## src/rtl/mem_pkg.sv

```systemverilog
// Shared types and helpers for the core-memory arbiter: widths, FSM and owner
// encodings, the latched request record and the local access-fault rule.
package mem_pkg;

  localparam int XLEN = 32;

  localparam logic [2:0] WIDTH_B = 3'b000;
  localparam logic [2:0] WIDTH_H = 3'b001;
  localparam logic [2:0] WIDTH_W = 3'b010;

  typedef enum logic [1:0] {
    IDLE,
    ACCESS,
    RESPOND
  } arb_state_t;

  typedef enum logic {
    OWN_I,
    OWN_D
  } owner_t;

  typedef struct packed {
    logic [XLEN-1:0] addr;
    logic [XLEN-1:0] wdata;
    logic [2:0]      width;
    logic            write;
  } mem_req_t;

  // Illegal width always faults; misalignment faults only when checking is enabled.
  function automatic logic access_fault(input logic [1:0] width,
                                        input logic [1:0] addr_lsb,
                                        input logic       align_check);
    logic is_half;
    logic is_word;
    is_half = ({1'b0, width} == WIDTH_H);
    is_word = ({1'b0, width} == WIDTH_W);
    access_fault = (width == 2'b11) ||
                   (align_check && ((is_half && addr_lsb[0]) ||
                                    (is_word && (addr_lsb != 2'b00))));
  endfunction

endpackage

```

## src/rtl/mem_arbiter_rr.sv

```systemverilog
// Two-way round-robin grant: a lone requester always wins, a tie goes to the
// requester that did not win the previous accepted transaction.
module rr_arbiter2
  import mem_pkg::*;
(
  input  logic       clock_i,
  input  logic       reset_n_i,
  input  logic [1:0] req_i,
  input  logic       advance_i,
  output logic [1:0] grant_o
);

  owner_t last_grant_q;
  owner_t last_grant_d;

  always_comb begin
    grant_o = 2'b00;
    case (req_i)
      2'b01:   grant_o = 2'b01;
      2'b10:   grant_o = 2'b10;
      2'b11:   grant_o = (last_grant_q == OWN_D) ? 2'b01 : 2'b10;
      default: grant_o = 2'b00;
    endcase
  end

  always_comb begin
    last_grant_d = last_grant_q;
    if (advance_i && (grant_o != 2'b00)) begin
      last_grant_d = grant_o[0] ? OWN_I : OWN_D;
    end
  end

  // Reset to D so that the very first tie is resolved in favour of fetch.
  always_ff @(posedge clock_i or negedge reset_n_i) begin
    if (!reset_n_i) begin
      last_grant_q <= OWN_D;
    end else begin
      last_grant_q <= last_grant_d;
    end
  end

endmodule

```

## src/rtl/mem_arbiter.sv

```systemverilog
// Arbiter/sequencer sharing one single-port byte memory between instruction
// fetch (I) and load/store (D): accept, one access cycle, then hold response.
module mem_arbiter
  import mem_pkg::*;
#(
  parameter bit ALIGN_CHECK = 1'b1
) (
  input  logic            clock,
  input  logic            reset_n,
  input  logic            i_req_valid,
  output logic            i_req_ready,
  input  logic [XLEN-1:0] i_req_addr,
  output logic            i_rsp_valid,
  input  logic            i_rsp_ready,
  output logic [XLEN-1:0] i_rsp_data,
  output logic            i_rsp_fault,
  input  logic            d_req_valid,
  output logic            d_req_ready,
  input  logic [XLEN-1:0] d_req_addr,
  input  logic [XLEN-1:0] d_req_wdata,
  input  logic [2:0]      d_req_width,
  input  logic            d_req_write,
  output logic            d_rsp_valid,
  input  logic            d_rsp_ready,
  output logic [XLEN-1:0] d_rsp_data,
  output logic            d_rsp_fault,
  output logic [XLEN-1:0] mem_addr,
  output logic [XLEN-1:0] mem_wdata,
  output logic [2:0]      mem_width,
  output logic            mem_write_en,
  input  logic [XLEN-1:0] mem_valM,
  input  logic            mem_fault
);

  arb_state_t      state_q, state_d;
  owner_t          owner_q, owner_d;
  mem_req_t        req_q, req_d;
  logic [XLEN-1:0] rsp_data_q, rsp_data_d;
  logic            rsp_fault_q, rsp_fault_d;
  logic [1:0]      grant;
  logic            handshake;
  logic            local_fault;
  logic            unused_width_msb;

  assign unused_width_msb = d_req_width[2];

  rr_arbiter2 u_rr (
    .clock_i   (clock),
    .reset_n_i (reset_n),
    .req_i     ({d_req_valid, i_req_valid}),
    .advance_i (handshake),
    .grant_o   (grant)
  );

  assign local_fault = access_fault(req_q.width[1:0], req_q.addr[1:0], ALIGN_CHECK);

  // The memory port simply mirrors the latched request, so it holds between accesses.
  assign mem_addr  = req_q.addr;
  assign mem_wdata = req_q.wdata;
  assign mem_width = req_q.width;

  always_comb begin
    state_d      = state_q;
    owner_d      = owner_q;
    req_d        = req_q;
    rsp_data_d   = rsp_data_q;
    rsp_fault_d  = rsp_fault_q;
    i_req_ready  = 1'b0;
    d_req_ready  = 1'b0;
    handshake    = 1'b0;
    mem_write_en = 1'b0;
    case (state_q)
      IDLE: begin
        i_req_ready = grant[0];
        d_req_ready = grant[1];
        if (i_req_valid && grant[0]) begin
          handshake = 1'b1;
          owner_d   = OWN_I;
          req_d     = '{addr: i_req_addr, wdata: '0, width: WIDTH_W, write: 1'b0};
          state_d   = ACCESS;
        end else if (d_req_valid && grant[1]) begin
          handshake = 1'b1;
          owner_d   = OWN_D;
          req_d     = '{addr: d_req_addr, wdata: d_req_wdata,
                        width: {1'b0, d_req_width[1:0]}, write: d_req_write};
          state_d   = ACCESS;
        end
      end
      ACCESS: begin
        mem_write_en = req_q.write && !local_fault;
        rsp_fault_d  = local_fault || mem_fault;
        rsp_data_d   = (req_q.write || rsp_fault_d) ? '0 : mem_valM;
        state_d      = RESPOND;
      end
      RESPOND: begin
        if ((owner_q == OWN_I && i_rsp_ready) || (owner_q == OWN_D && d_rsp_ready)) begin
          state_d = IDLE;
        end
      end
      default: state_d = IDLE;
    endcase
  end

  always_ff @(posedge clock or negedge reset_n) begin
    if (!reset_n) begin
      state_q     <= IDLE;
      owner_q     <= OWN_I;
      req_q       <= '{addr: '0, wdata: '0, width: WIDTH_W, write: 1'b0};
      rsp_data_q  <= '0;
      rsp_fault_q <= 1'b0;
    end else begin
      state_q     <= state_d;
      owner_q     <= owner_d;
      req_q       <= req_d;
      rsp_data_q  <= rsp_data_d;
      rsp_fault_q <= rsp_fault_d;
    end
  end

  assign i_rsp_valid = (state_q == RESPOND) && (owner_q == OWN_I);
  assign d_rsp_valid = (state_q == RESPOND) && (owner_q == OWN_D);
  assign i_rsp_data  = (owner_q == OWN_I) ? rsp_data_q : '0;
  assign d_rsp_data  = (owner_q == OWN_D) ? rsp_data_q : '0;
  assign i_rsp_fault = (owner_q == OWN_I) && rsp_fault_q;
  assign d_rsp_fault = (owner_q == OWN_D) && rsp_fault_q;

endmodule

```

## config.mk

```make
export PLATFORM = sky130hd
export DESIGN_NAME = mem_arbiter
export DESIGN_NICKNAME = d
export VERILOG_FILES = /design/src/rtl/mem_pkg.sv /design/src/rtl/mem_arbiter_rr.sv /design/src/rtl/mem_arbiter.sv
export SDC_FILE = /design/constraint.sdc
export NUM_CORES = 1
export LEC_CHECK = 0
export CAP_MARGIN = 15
export CORE_ASPECT_RATIO = 1.5
export CORE_MARGIN = 10
export CORE_UTILIZATION = 40
export DETAILED_ROUTE_END_ITERATION = 8
export HOLD_SLACK_MARGIN = 0.02
export PLACE_DENSITY = 0.82
export SLEW_MARGIN = 20
export SYNTH_ARGS = -nofsm -noshare
export SYNTH_HDL_FRONTEND = slang
export SYNTH_SLANG_ARGS = --single-unit
```

## constraint.sdc

```tcl
create_clock -name clock -period 2.5 [get_ports clock]
set_clock_uncertainty 0.15 [all_clocks]
set_input_delay 0.375 -clock clock [delete_from_list [all_inputs] [get_ports clock]]
set_output_delay 0.375 -clock clock [all_outputs]
set_load 0.1 [all_outputs]
```

# Word level (Yosys, flattened, before mapping)
# Cells that the tools add are included.
[classes]
n_bitwise = 1
reduce_logical = 24
eq_ne = 10
muxes = 20
[ops]
columns = ["cell", "count"]
rows = [
  ["$mux W68", 2],
  ["$mux W32", 3],
  ["$logic_and A1 B1 Y1", 12],
  ["$pmux W2 S3", 2],
  ["$eq A2 B2 Y1 const B", 5],
  ["$mux W1", 9],
  ["$mux W2", 4],
  ["$eq A2 B1 Y1 const B", 3],
  ["$reduce_bool A2 Y1", 3],
  ["$logic_or A1 B1 Y1", 5],
  ["$reduce_and A2 Y1", 2],
  ["$ne A3 B3 Y1 const B", 1],
  ["$logic_not A2 Y1", 1],
  ["$ne A2 B2 Y1 const B", 1],
  ["$logic_not A1 Y1", 1],
  ["$not A1 Y1", 1],
]
[word_totals]
out_inout_bits = 138
inputBits = 139
register_bits = 105

# Longest topological paths before layout
# Gate-level depths: netlist of run 1.
[logic_depth]
ltp_word = 7
ltp_mapped = 7
mapped_depth_nobuf = 4

# By module
# A second synthesis of run 1 with hierarchy kept.
[unflattened]
cells_unflattened = 494
hier_area_um2 = 5477.8
[modules_own_cells]
columns = ["module", "n_inst", "cells_each", "area_each_um2"]
rows = [
  ["mem_arbiter", 1, 488, 5421.4],
  ["rr_arbiter2", 1, 6, 56.3],
]

# Least setup slack after synthesis of run 1
# Ideal clock, no wire load.
[synth_timing]
path_kind = "in2out"
start = "in i_req_valid"
end = "out i_req_ready"
arrival_time_ps = 2692
path_stages = 7
path_slack_ps = -717
cell_sequence = "buf_2 -> or2_2 -> clkbuf_1 -> nand2_1 -> buf_4 -> buf_4 -> a21oi_1"
[synth_between]
elab_chain_cells = 3
elab_cells_between_ends = 5
cone_classes = "eq/ne: 3; mux: 2"
[synth_rtl]
columns = ["item", "line", "text"]
rows = [
  ["start: declaration", "mem_arbiter.sv:10", "input logic i_req_valid,"],
  ["$eq A2 B2 Y1 / $eq A2 B1 Y1 (equally long branches)", "mem_arbiter_rr.sv:18", "case (req_i)"],
  ["$pmux W2 S3 *", "mem_arbiter_rr.sv:18", ""],
  ["$mux W1 *", "mem_arbiter.sv:72", "case (state_q)"],
  ["end: declaration", "mem_arbiter.sv:11", "output logic i_req_ready,"],
]
# Every way passes the cells marked *; elsewhere a longest branch is shown, timed or not.

# Final worst setup path of run 1
[layout_timing]
start = "reg req_q, in the netlist mem_width[0]"
end = "out mem_write_en"
[layout_between]
elab_chain_cells = 7
elab_cells_between_ends = 10
cone_classes = "eq/ne: 3; mux: 1; reduce/logical: 6"
[layout_rtl]
columns = ["item", "line", "text"]
rows = [
  ["start: declaration", "mem_arbiter.sv:37", "mem_req_t req_q, req_d;"],
  ["start signal: assignment", "mem_arbiter.sv:108", "req_q <= '{addr: '0, wdata: '0, width: WIDTH_W, write: 1'b0};"],
  ["start signal: assignment", "mem_arbiter.sv:114", "req_q <= req_d;"],
  ["$eq A2 B1 Y1 / $eq A2 B2 Y1 (equally long branches)", "mem_pkg.sv:35, mem_pkg.sv:36", ""],
  ["$logic_and A1 B1 Y1, on equally long branches", "mem_pkg.sv:38, mem_pkg.sv:39", ""],
  ["$logic_or A1 B1 Y1", "mem_pkg.sv:38", "(align_check && ((is_half && addr_lsb[0]) ||"],
  ["$logic_or A1 B1 Y1 *", "mem_pkg.sv:37", "access_fault = (width == 2'b11) ||"],
  ["$logic_not A1 Y1 *", "mem_arbiter.sv:90", "mem_write_en = req_q.write && !local_fault;"],
  ["$logic_and A1 B1 Y1 *", "mem_arbiter.sv:90", ""],
  ["$mux W1 *", "mem_arbiter.sv:72", ""],
  ["end: declaration", "mem_arbiter.sv:30", "output logic mem_write_en,"],
]
# Marks and branches as above.

==> results.txt, run 1 <==
The run finished with clean final reports. The average cell area after synthesis came out at 10.3 sq um. The number of vias in the routed layout is 4631. The number of hold buffers added after CTS came out at 1. The post-placement cell count is 843.

The first-pass iteration count of the detailed router came out at 5. During I/O placement, the number of pins put on the boundary was 277. Leaving out fill and tap cells, the most frequent cells in the layout are sky130_fd_sc_hd__clkdlybuf4s50_1 (136), sky130_fd_sc_hd__dfrtp_1 (101), sky130_fd_sc_hd__buf_4 (81). TritonCTS built the clock tree. The worst reg-to-reg setup slack came out at 0.52 ns. The number of buffers and inverters on the critical path is 1. The actual transition at the worst max-transition pin is 0.556 ns. The number of port buffers is 274. The final core utilization is 0.658. The number of remaining DRC errors is 0.

The number of buffers inserted to repair setup after CTS came out at 0. The latest clock arrival within the worst-skew pair is 0.34 ns. The count of final hold-check violations was 0. For the worst setup path, the data required time is 1.98 ns. Along the worst hold path, the cell count comes to 1. The tree built by TritonCTS fans out to 104 sinks. The detailed router's first-iteration violation count is 197. The relative area change from synthesis to final layout came out at 62.4%. The initial antenna violation count came out at 0.

The die outline width is 113 um. The count of standard-cell rows is 51. The cell family contributing the most delay on the critical path is simple AND/OR/NAND/NOR gates. The initial standard-cell utilization of the core came out at 0.405. The detailed-route wire length per cell is 21.1 um.

The half-perimeter wire length after detailed placement is 14500 um. The count of non-filler cells in the finished layout is 860. The remaining antenna violation count after routing is 0. Based on the critical path, the design can be clocked at up to 0.453 GHz.

The minimum clock period after layout is 2.21 ns. Setup repair after global routing left no endpoint under its margin. Leaving out fill and tap cells, the most frequent cell in the layout is sky130_fd_sc_hd__clkdlybuf4s50_1.

The worst setup path is launched from a register. Of the cells placed in the final design, the portion with a size suffix greater than 1 is 0.295. The post-synthesis instance area came out at 0.00522 sq mm. The height of the die came out at 160 um. The number of diodes came out at 0. The floorplan core area is 0.0129 sq mm. The largest single stage delay on the critical path is 0.43 ns. The count of mapped cells out of synthesis came out at 507. The final critical-path share of the clock period is 0.883. The placer's final routability congestion estimate is 0.843.

The critical path in this run is classified as register to output port. The leftover overflow at the end of global routing came out at 0. The maximum number of pins on one net before global-route repair is 47. The area of the multi-input gates is 0.00190 sq mm.

The worst hold path belongs to the class register to register. The number of distinct standard cells referenced by the synthesized netlist is 28. The number of synthesis warnings is 0. The final setup TNS came out at 0 ns. The slowest stage of the critical path belongs to the cell sky130_fd_sc_hd__dfrtp_1. The total global-route track usage is 0.189.

Counting the fill cells in the layout gives 981. The data arrival time at the worst-slack endpoint came out at 1.68 ns. The number of nets in the layout came out at 835. The max-slew violation count came out at 0.

The root buffer cell chosen for the clock tree is sky130_fd_sc_hd__clkbuf_16. The total wirelength of the detailed-routed design came out at 18100 um. The count of H-tree levels built during CTS came out at 3. The area of all sequential standard cells is 0.00261 sq mm.

The wire length of the first global-routing pass is 27600 um. The die area came out at 0.0181 sq mm. The via count of the first global-routing pass is 4906. The share of the Yosys chip area taken by registers is 0.499. The highest fanout seen on the critical path came out at 4. The clock input transition at the sequential cells of the worst setup and hold paths came out at 0.07 ns. Measured in cells, the most critical reg-to-reg path has a length of 4. The logic depth of the worst setup path including buffers is 4. The post-synthesis register bit count came out at 104.

The maximum buffer depth of the clock tree came out at 2. In this run the tightest slew margin relative to its limit is 0.629. The final setup violation count is 0.

The number of nets in the synthesized netlist is 646. The max capacitance violation total came out at 0. Walking the worst path, the cells encountered are or3_4, nand2_1, and3_1, buf_12. STA classifies the critical path endpoint as an output port. The post-cts repair resize count is 0. TritonCTS created 9 clock buffers.

The via-per-instance ratio is 5.38.
## per-layer routing
layer / global-route usage / up-vias / part of all wire
met3: 0.0626 / 29 / 0.082
li1: - / 2108 / -
met1: 0.204 / 2260 / 0.37
met5: 0 / - / 0
met4: 0.0608 / 0 / 0.022
met2: 0.335 / 234 / 0.52
## state kept, by name, indices dropped and copies added, names as in the netlist
| register | count |
|---|---|
| rsp_data_q | 32 |
| u_rr.last_grant_q | 1 |
| mem_addr | 32 |
| req_q | 1 |
| rsp_fault_q | 1 |
| mem_wdata | 32 |
| owner_q | 1 |
| mem_width | 2 |
| state_q | 2 |
## synthesized netlist by cell type, drive strengths merged
| library cell | count | area, sq um |
|---|---|---|
| o21ai | 33 | 165 |
| a2bb2oi | 1 | 8.76 |
| dfstp | 2 | 52.6 |
| or2 | 1 | 6.26 |
| and3 | 2 | 12.5 |
| a21oi | 34 | 170 |
| a31oi | 32 | 200 |
| conb | 1 | 3.75 |
| a21o | 3 | 23.8 |
| dfrtp | 102 | 2550 |
| nor2 | 5 | 18.8 |
| mux2 | 1 | 11.3 |
| inv | 4 | 15.0 |
| clkbuf | 33 | 124 |
| or3 | 1 | 11.3 |
| nand3 | 32 | 160 |
| buf | 79 | 592 |
| nand2b | 3 | 18.8 |
| a2111oi | 1 | 27.5 |
| nor2b | 35 | 219 |
| nand2 | 3 | 11.3 |
| and2 | 33 | 206 |
| a22o | 66 | 611 |
## worst paths after layout
check	startpoint	to
setup reg to reg	mem_width[0]	rsp_data_q[21]
hold reg to reg	mem_wdata[13]	mem_wdata[13]
setup / recovery	mem_width[0]	mem_write_en
max in group asynchronous	reset_n	mem_addr[11]
hold / removal	mem_wdata[13]	mem_wdata[13]
min in group asynchronous	reset_n	mem_wdata[29]
## through the flow
step / instance area [sq um] / hold WS (ns) / setup slack (ns)
floorplan: 5230 / -0.0706 / 0.00510
global placement: 8130 / 0.192 / 0.356
detailed placement: 8130 / 0.203 / 0.255
CTS: 8480 / 0.356 / 0.264
global route: 8480 / 0.378 / 0.221
finish: 8480 / 0.351 / 0.293
## cell type report
cell class	count	share of cell area
repair buffers	290	0.403
flip-flops and latches	104	0.307
multi-input cells	287	0.224
clock buffers	10	0.0282
well taps	159	0.0235
clock inverters	6	0.0115
inverters	4	0.00177
## cells by family after synthesis
kind of cell           Yosys count  share of synthesized area
AOI/OAI and AO/OA              170                      0.231
buffers and inverters          116                      0.140
DFF                            104                      0.499
muxes                            1                    0.00216
other                            1                   0.000718
and+or+nand+nor                115                      0.127
Power of run 1 is not shown: default switching activity piles up to over one toggle a cycle in this logic, so the estimate is an artifact.
==> run 2: changes to the inputs <==
- HOLD_SLACK_MARGIN: 0.02 -> 0.1
- clock period: 2.5 -> 2.2 ns (I/O delays scaled with it)
==> run 2 against run 1 <==
Count of clock-buffer cells in the layout down 1. Register-to-register slack got worse by 0.26 ns. Sequential share of layout area decreased by 0.18 points. Core utilization is 0.40 points higher. Critical path type unchanged. Final area grew 0.60%. Global-route usage shrank 0.062 points. First-iteration DRC count down 24%.
==> results.txt, run 2 (synthesized netlist as in run 1, its figures left out) <==
The flow ran to the end, and the final reports show no timing, DRC or antenna violations. The post-cts repair resize count came out at 0. Leaving out fill and tap cells, the most frequent cells in the layout are sky130_fd_sc_hd__clkdlybuf4s50_1 (136), sky130_fd_sc_hd__dfrtp_1 (101), sky130_fd_sc_hd__buf_4 (79). The die covers 0.0181 sq mm.

CTS placed an instance of sky130_fd_sc_hd__clkbuf_16 at the clock tree root. The worst setup path is of the register to output port kind. The signal on the critical path passes through or3_4, nand2_1, and3_1, buf_12. TritonCTS built the clock tree. The latest clock arrival within the worst-skew pair came out at 0.33 ns. The number of nets in the layout came out at 838.

The number of port buffers came out at 274. Setup total negative slack on the finished layout was measured at 0 ns. The highest fanout seen on the critical path is 3. The number of placed I/O pins came out at 277.

The clock input transition at the sequential cells of the worst setup and hold paths is 0.08 ns. Setup violations remaining at the end of the flow were counted as 0. The total global-route track usage came out at 0.188. The half-perimeter wire length after detailed placement is 14400 um. Buffers inserted during clock tree synthesis total 9. Static timing analysis puts the maximum clock frequency at 0.468 GHz. The count of final hold-check violations came out at 0. The critical path launch point type is a register.

The max capacitance violation total is 0. The relative area change from synthesis to final layout came out at 63.4%. Summing over every cut layer, the via total after detailed routing is 4604. The height of the die came out at 160 um. STA puts the critical path data required time at 1.72 ns.

The region available for standard cell placement spans 0.0129 sq mm. The delay of the slowest cell on the worst path is 0.43 ns. The via-per-instance ratio came out at 5.33. Setup repair after global routing left no endpoint under its margin. The fraction of final layout cells sized beyond drive strength 1 is 0.304. After detailed routing, the total wire length is 18100 um.

At the pin with the least slew margin, the transition time is 0.609 ns. The via count of the first global-routing pass came to 4843. STA classifies the critical path endpoint as an output port.

The initial antenna violation count came out at 1. The congestion estimate from routability-driven global placement came to 0.768. The leftover overflow at the end of global routing is 0. Entering global routing, the biggest net connects 61 pins. The minimum clock period after layout came out at 2.14 ns. After detailed routing, the average wire length per cell comes to 21.0 um. The wire length of the first global-routing pass came out at 27600 um. In this run the core area contains 51 standard-cell rows.

The data arrival time at the worst-slack endpoint is 1.66 ns. The slowest stage of the critical path is the sky130_fd_sc_hd__or3_4 cell. The final critical-path share of the clock period came out at 0.972. The worst slew margin relative to its limit came out at 0.593. The first TritonRoute pass finished after 4 iterations.

Counting every sink on the clock net gives 104. The initial standard-cell utilization of the core came out at 0.405. The number of remaining DRC errors is 0. The maximum buffer depth of the clock tree came out at 2. The worst-case hold slack is 0.356 ns.

The min-delay analysis places its worst path in the category register to register. The H-tree was split into 3 levels. The max-slew violation count came out at 0. The die outline width is 113 um.

The remaining antenna violation count after routing came out at 0. The detailed router's first-iteration violation count is 149. The commonest non-fill, non-tap cell in the layout is sky130_fd_sc_hd__clkdlybuf4s50_1.
[run 2: cell count changes in the layout (fill, tap and decap cells not counted), sizes merged]
cell | before | now
diode | 0 | 1
clkinvlp | 0 | 3
clkbuf | 10 | 9
bufinv | 2 | 0
buf | 153 | 156
[run 2: metrics by stage]
step                      area [sq um]  utilization  std cells  setup slack [ns]
after global routing              8530        0.662        864           0.00879
after floorplan                   5240            -        507            -0.250
after global placement            8220        0.638        845             0.114
after detailed placement          8220        0.638        845           -0.0348
after CTS                         8520        0.661        862            0.0169
final                             8530        0.662        864            0.0615
[run 2: path summary, 6_finish.rpt]
check | start | slack [ns] | end | cells past startpoint
worst max-delay path | mem_width[0] | 0.06 | mem_write_en | 4
worst min-delay path | mem_wdata[0] | 0.36 | mem_wdata[0] | 1
worst max register to register | state_q[0] | 0.26 | mem_addr[25] | 4
worst min register to register | mem_wdata[0] | 0.36 | mem_wdata[0] | 1
max in group asynchronous | reset_n | 0.85 | mem_wdata[7] | 3
min in group asynchronous | reset_n | 0.38 | mem_wdata[22] | 2
[run 2: layout make-up]
cell class | count | area, sq um
Multi-Input combinational cell | 287 | 1910
Clock inverter | 7 | 65.1
Inverter | 4 | 15.0
Tap cell | 159 | 199
Antenna cell | 1 | 2.50
Timing Repair Buffer | 293 | 3510
Sequential cell | 104 | 2610
Clock buffer | 9 | 225
Fill cell | 979 | 4360
[run 2: what timing repair did]
action,CTS,global route
setup buffers,0,1
setup endpoints to repair,0,1
hold endpoints to repair,36,0
hold buffers,1,0
[run 2: per-layer routing]
metal | global-route usage | up-vias | wire length [um]
met5 | 0 | - | 0
met4 | 0.0550 | 0 | 352
met3 | 0.0701 | 21 | 1440
met2 | 0.346 | 206 | 9870
met1 | 0.190 | 2262 | 6480
li1 | - | 2115 | -
[run 2: worst max-delay path: cells and delay by family, from the launching register on]
family	cells	cell delay (ns)
flops	1	0.41
buf+inv	1	0.18
simple gates	3	0.72
Power of run 2 is left out for the same reason.
==> run 3: changes to the inputs <==
- CORE_ASPECT_RATIO: 1.5 -> 0.9
- CORE_MARGIN: 10 -> 2
- GPL_ROUTABILITY_DRIVEN: default -> 1
==> run 3 against run 2 <==
Flip-flop and latch count stayed put. Final area is 0.65% higher. Cell count is 0.93% higher. Global-route usage is 3.5 points higher. Critical path depth stayed put. First-iteration DRC count is 45% higher. Register-to-register slack better by 0.06 ns. Fmax is 1.1% higher. Wire length is 14% lower. Core utilization is 1.2 points higher. Worst hold slack worse by 0.19 ns. Non-clock buffer count is 4 higher. Critical endpoint unchanged.
==> results.txt, run 3 (synthesized netlist as in run 1, its figures left out) <==
The number of diodes came out at 0. In this run the clock root is driven by a sky130_fd_sc_hd__clkbuf_16. Routability-driven placement finished with a final weighted congestion of 0.822. Among all stages on the critical path, the largest delay is contributed by sky130_fd_sc_hd__or3_4. The clock reaches the later pin of the worst-skew pair after 0.34 ns. The via count of the first global-routing pass was 4598. The initial standard-cell utilization of the core came out at 0.410. The number of remaining DRC errors is 0. The die is 112 um tall. The delay of the slowest cell on the worst path is 0.43 ns. The wire length of the first global-routing pass is 24800 um.

The clock input transition at the sequential cells of the worst setup and hold paths is 0.07 ns. The max capacitance violation total is 0. The total wirelength of the detailed-routed design is 15700 um. During placement, the flow inserted port buffers numbering 274. The fraction of final layout cells sized beyond drive strength 1 came out at 0.311.

The via-per-instance ratio is 5.25. The detailed router placed 4579 vias in this run. The die outline width is 124 um. The worst setup slack after layout came out at 0.0837 ns. The count of standard-cell rows is 39. Traced cell by cell, the critical path runs through or3_4, nand2_2, and3_4, buf_12. The worst slew margin relative to its limit came out at 0.617. TritonCTS built the clock tree. The initial antenna violation count is 0. The depth of the worst register-to-register path came out at 4.

The floorplan core area is 0.0127 sq mm. The placement-stage worst setup slack came out at -0.0187 ns. Static timing analysis puts the maximum clock frequency at 0.473 GHz. The worst reg-to-reg setup slack came out at 0.32 ns. The top cell types in the final layout, fill and taps aside, are sky130_fd_sc_hd__clkdlybuf4s50_1 (136), sky130_fd_sc_hd__dfrtp_1 (100), sky130_fd_sc_hd__buf_4 (82).

The relative area change from synthesis to final layout came out at 64.4%. The worst setup path is captured at an output port. In this run the remaining antenna-violating nets after routing total 0. In this run the critical register-to-register path is launched from state_q[0]. The maximum number of pins on one net before global-route repair came out at 56.

The number of placed I/O pins came out at 277. The CTS sink count came out at 104. The logic depth of the worst setup path including buffers came out at 4.

The critical path is of the register to output port type. The max-slew violation count was 0. In the global route stage, overall resource usage came out at 0.223. Counting both buffers and inverters, the worst setup path holds a total of 1. The highest fanout seen on the critical path is 3. Setup repair after global routing left no endpoint under its margin. The fill cell total of the finished layout came out at 938. The die covers 0.0140 sq mm. Subtracting the final worst setup slack from the clock period gives 2.12 ns. The count of final hold-check violations was 0. In this design, the largest share of critical-path delay is due to simple AND/OR/NAND/NOR gates. The data arrival time at the worst-slack endpoint is 1.64 ns. The detailed-route wire length per cell came out at 18.0 um. The first-pass iteration count of the detailed router is 5. The run finished with clean final reports.

The CTS buffer count is 9. The path class of the tightest hold or removal check is input pin to async pin. In this run the deepest clock path goes through 2 buffers. Tracing the worst setup path back leads to its startpoint at mem_addr[1]. The first routing iteration left 216 violations.

Setup violations remaining at the end of the flow were counted as 0. STA puts the critical path data required time at 1.72 ns. The number of nets in the layout came out at 842. CTS built an H-tree with a depth of 3. Detailed placement finished with a half-perimeter wire length of 11900 um.

The leftover overflow at the end of global routing came out at 0. The critical path launch point type is a register. For the pin with the worst max-slew slack, the measured transition is 0.574 ns. In the finished design, the share of the clock period the worst path needs comes to 0.962. The commonest non-fill, non-tap cell in the layout is sky130_fd_sc_hd__clkdlybuf4s50_1.
-- run 3: cell types whose count changed in the layout (fill, tap and decap cells not counted), sizes merged --
| cell | before | now |
|---|---|---|
| buf | 156 | 160 |
| clkbuf | 9 | 11 |
| inv | 7 | 5 |
| diode | 1 | 0 |
-- run 3: per-stage QoR --
step                hold WS (ns)  utilization  cell area (sq um)  setup TNS [ns]  instances
finish                     0.164        0.674               8590               0        872
global route               0.153        0.674               8590               0        872
CTS                        0.155        0.672               8560               0        869
detailed placement      -0.00805        0.647               8240         -0.0187        851
global placement        -0.00637        0.647               8240               0        851
floorplan                 -0.116            -               5240           -7.72        507
-- run 3: repair_timing --
item / CTS / global route
endpoints found under the setup margin: 1 / 1
hold buffers: 1 / 0
buffers inserted: 1 / 3
pin swaps: 0 / 1
endpoints found under the hold margin: 104 / 0
resized for setup: 2 / 1
gates cloned: 0 / 0
-- run 3: layout make-up --
cell class | instances | area, sq um | share of cell area
repair buffers | 297 | 3550 | 0.413
flip-flops and latches | 104 | 2610 | 0.304
multi-input cells | 287 | 1920 | 0.223
clock buffers | 11 | 253 | 0.0294
well taps | 164 | 205 | 0.0239
clock inverters | 5 | 40.0 | 0.00466
inverters | 4 | 15.0 | 0.00175
-- run 3: path summary, 6_finish.rpt --
path,endpoint
hold reg to reg,mem_wdata[22]
min in group clock,mem_width[1]
max in group asynchronous,u_rr.last_grant_q
setup / recovery,mem_write_en
hold / removal,mem_addr[30]
setup reg to reg,mem_addr[18]
-- run 3: per-layer routing --
layer  vias to the layer above  global-route usage  share of wire  routed length [um]
li1                       2117                   -              -                   -
met1                      2212               0.261           0.38                5930
met2                       224               0.393           0.52                8150
met3                        26              0.0610          0.077                1210
met4                         0              0.0876          0.025                 385
met5                         -                   0              0                   0
Power of run 3 is left out for the same reason.
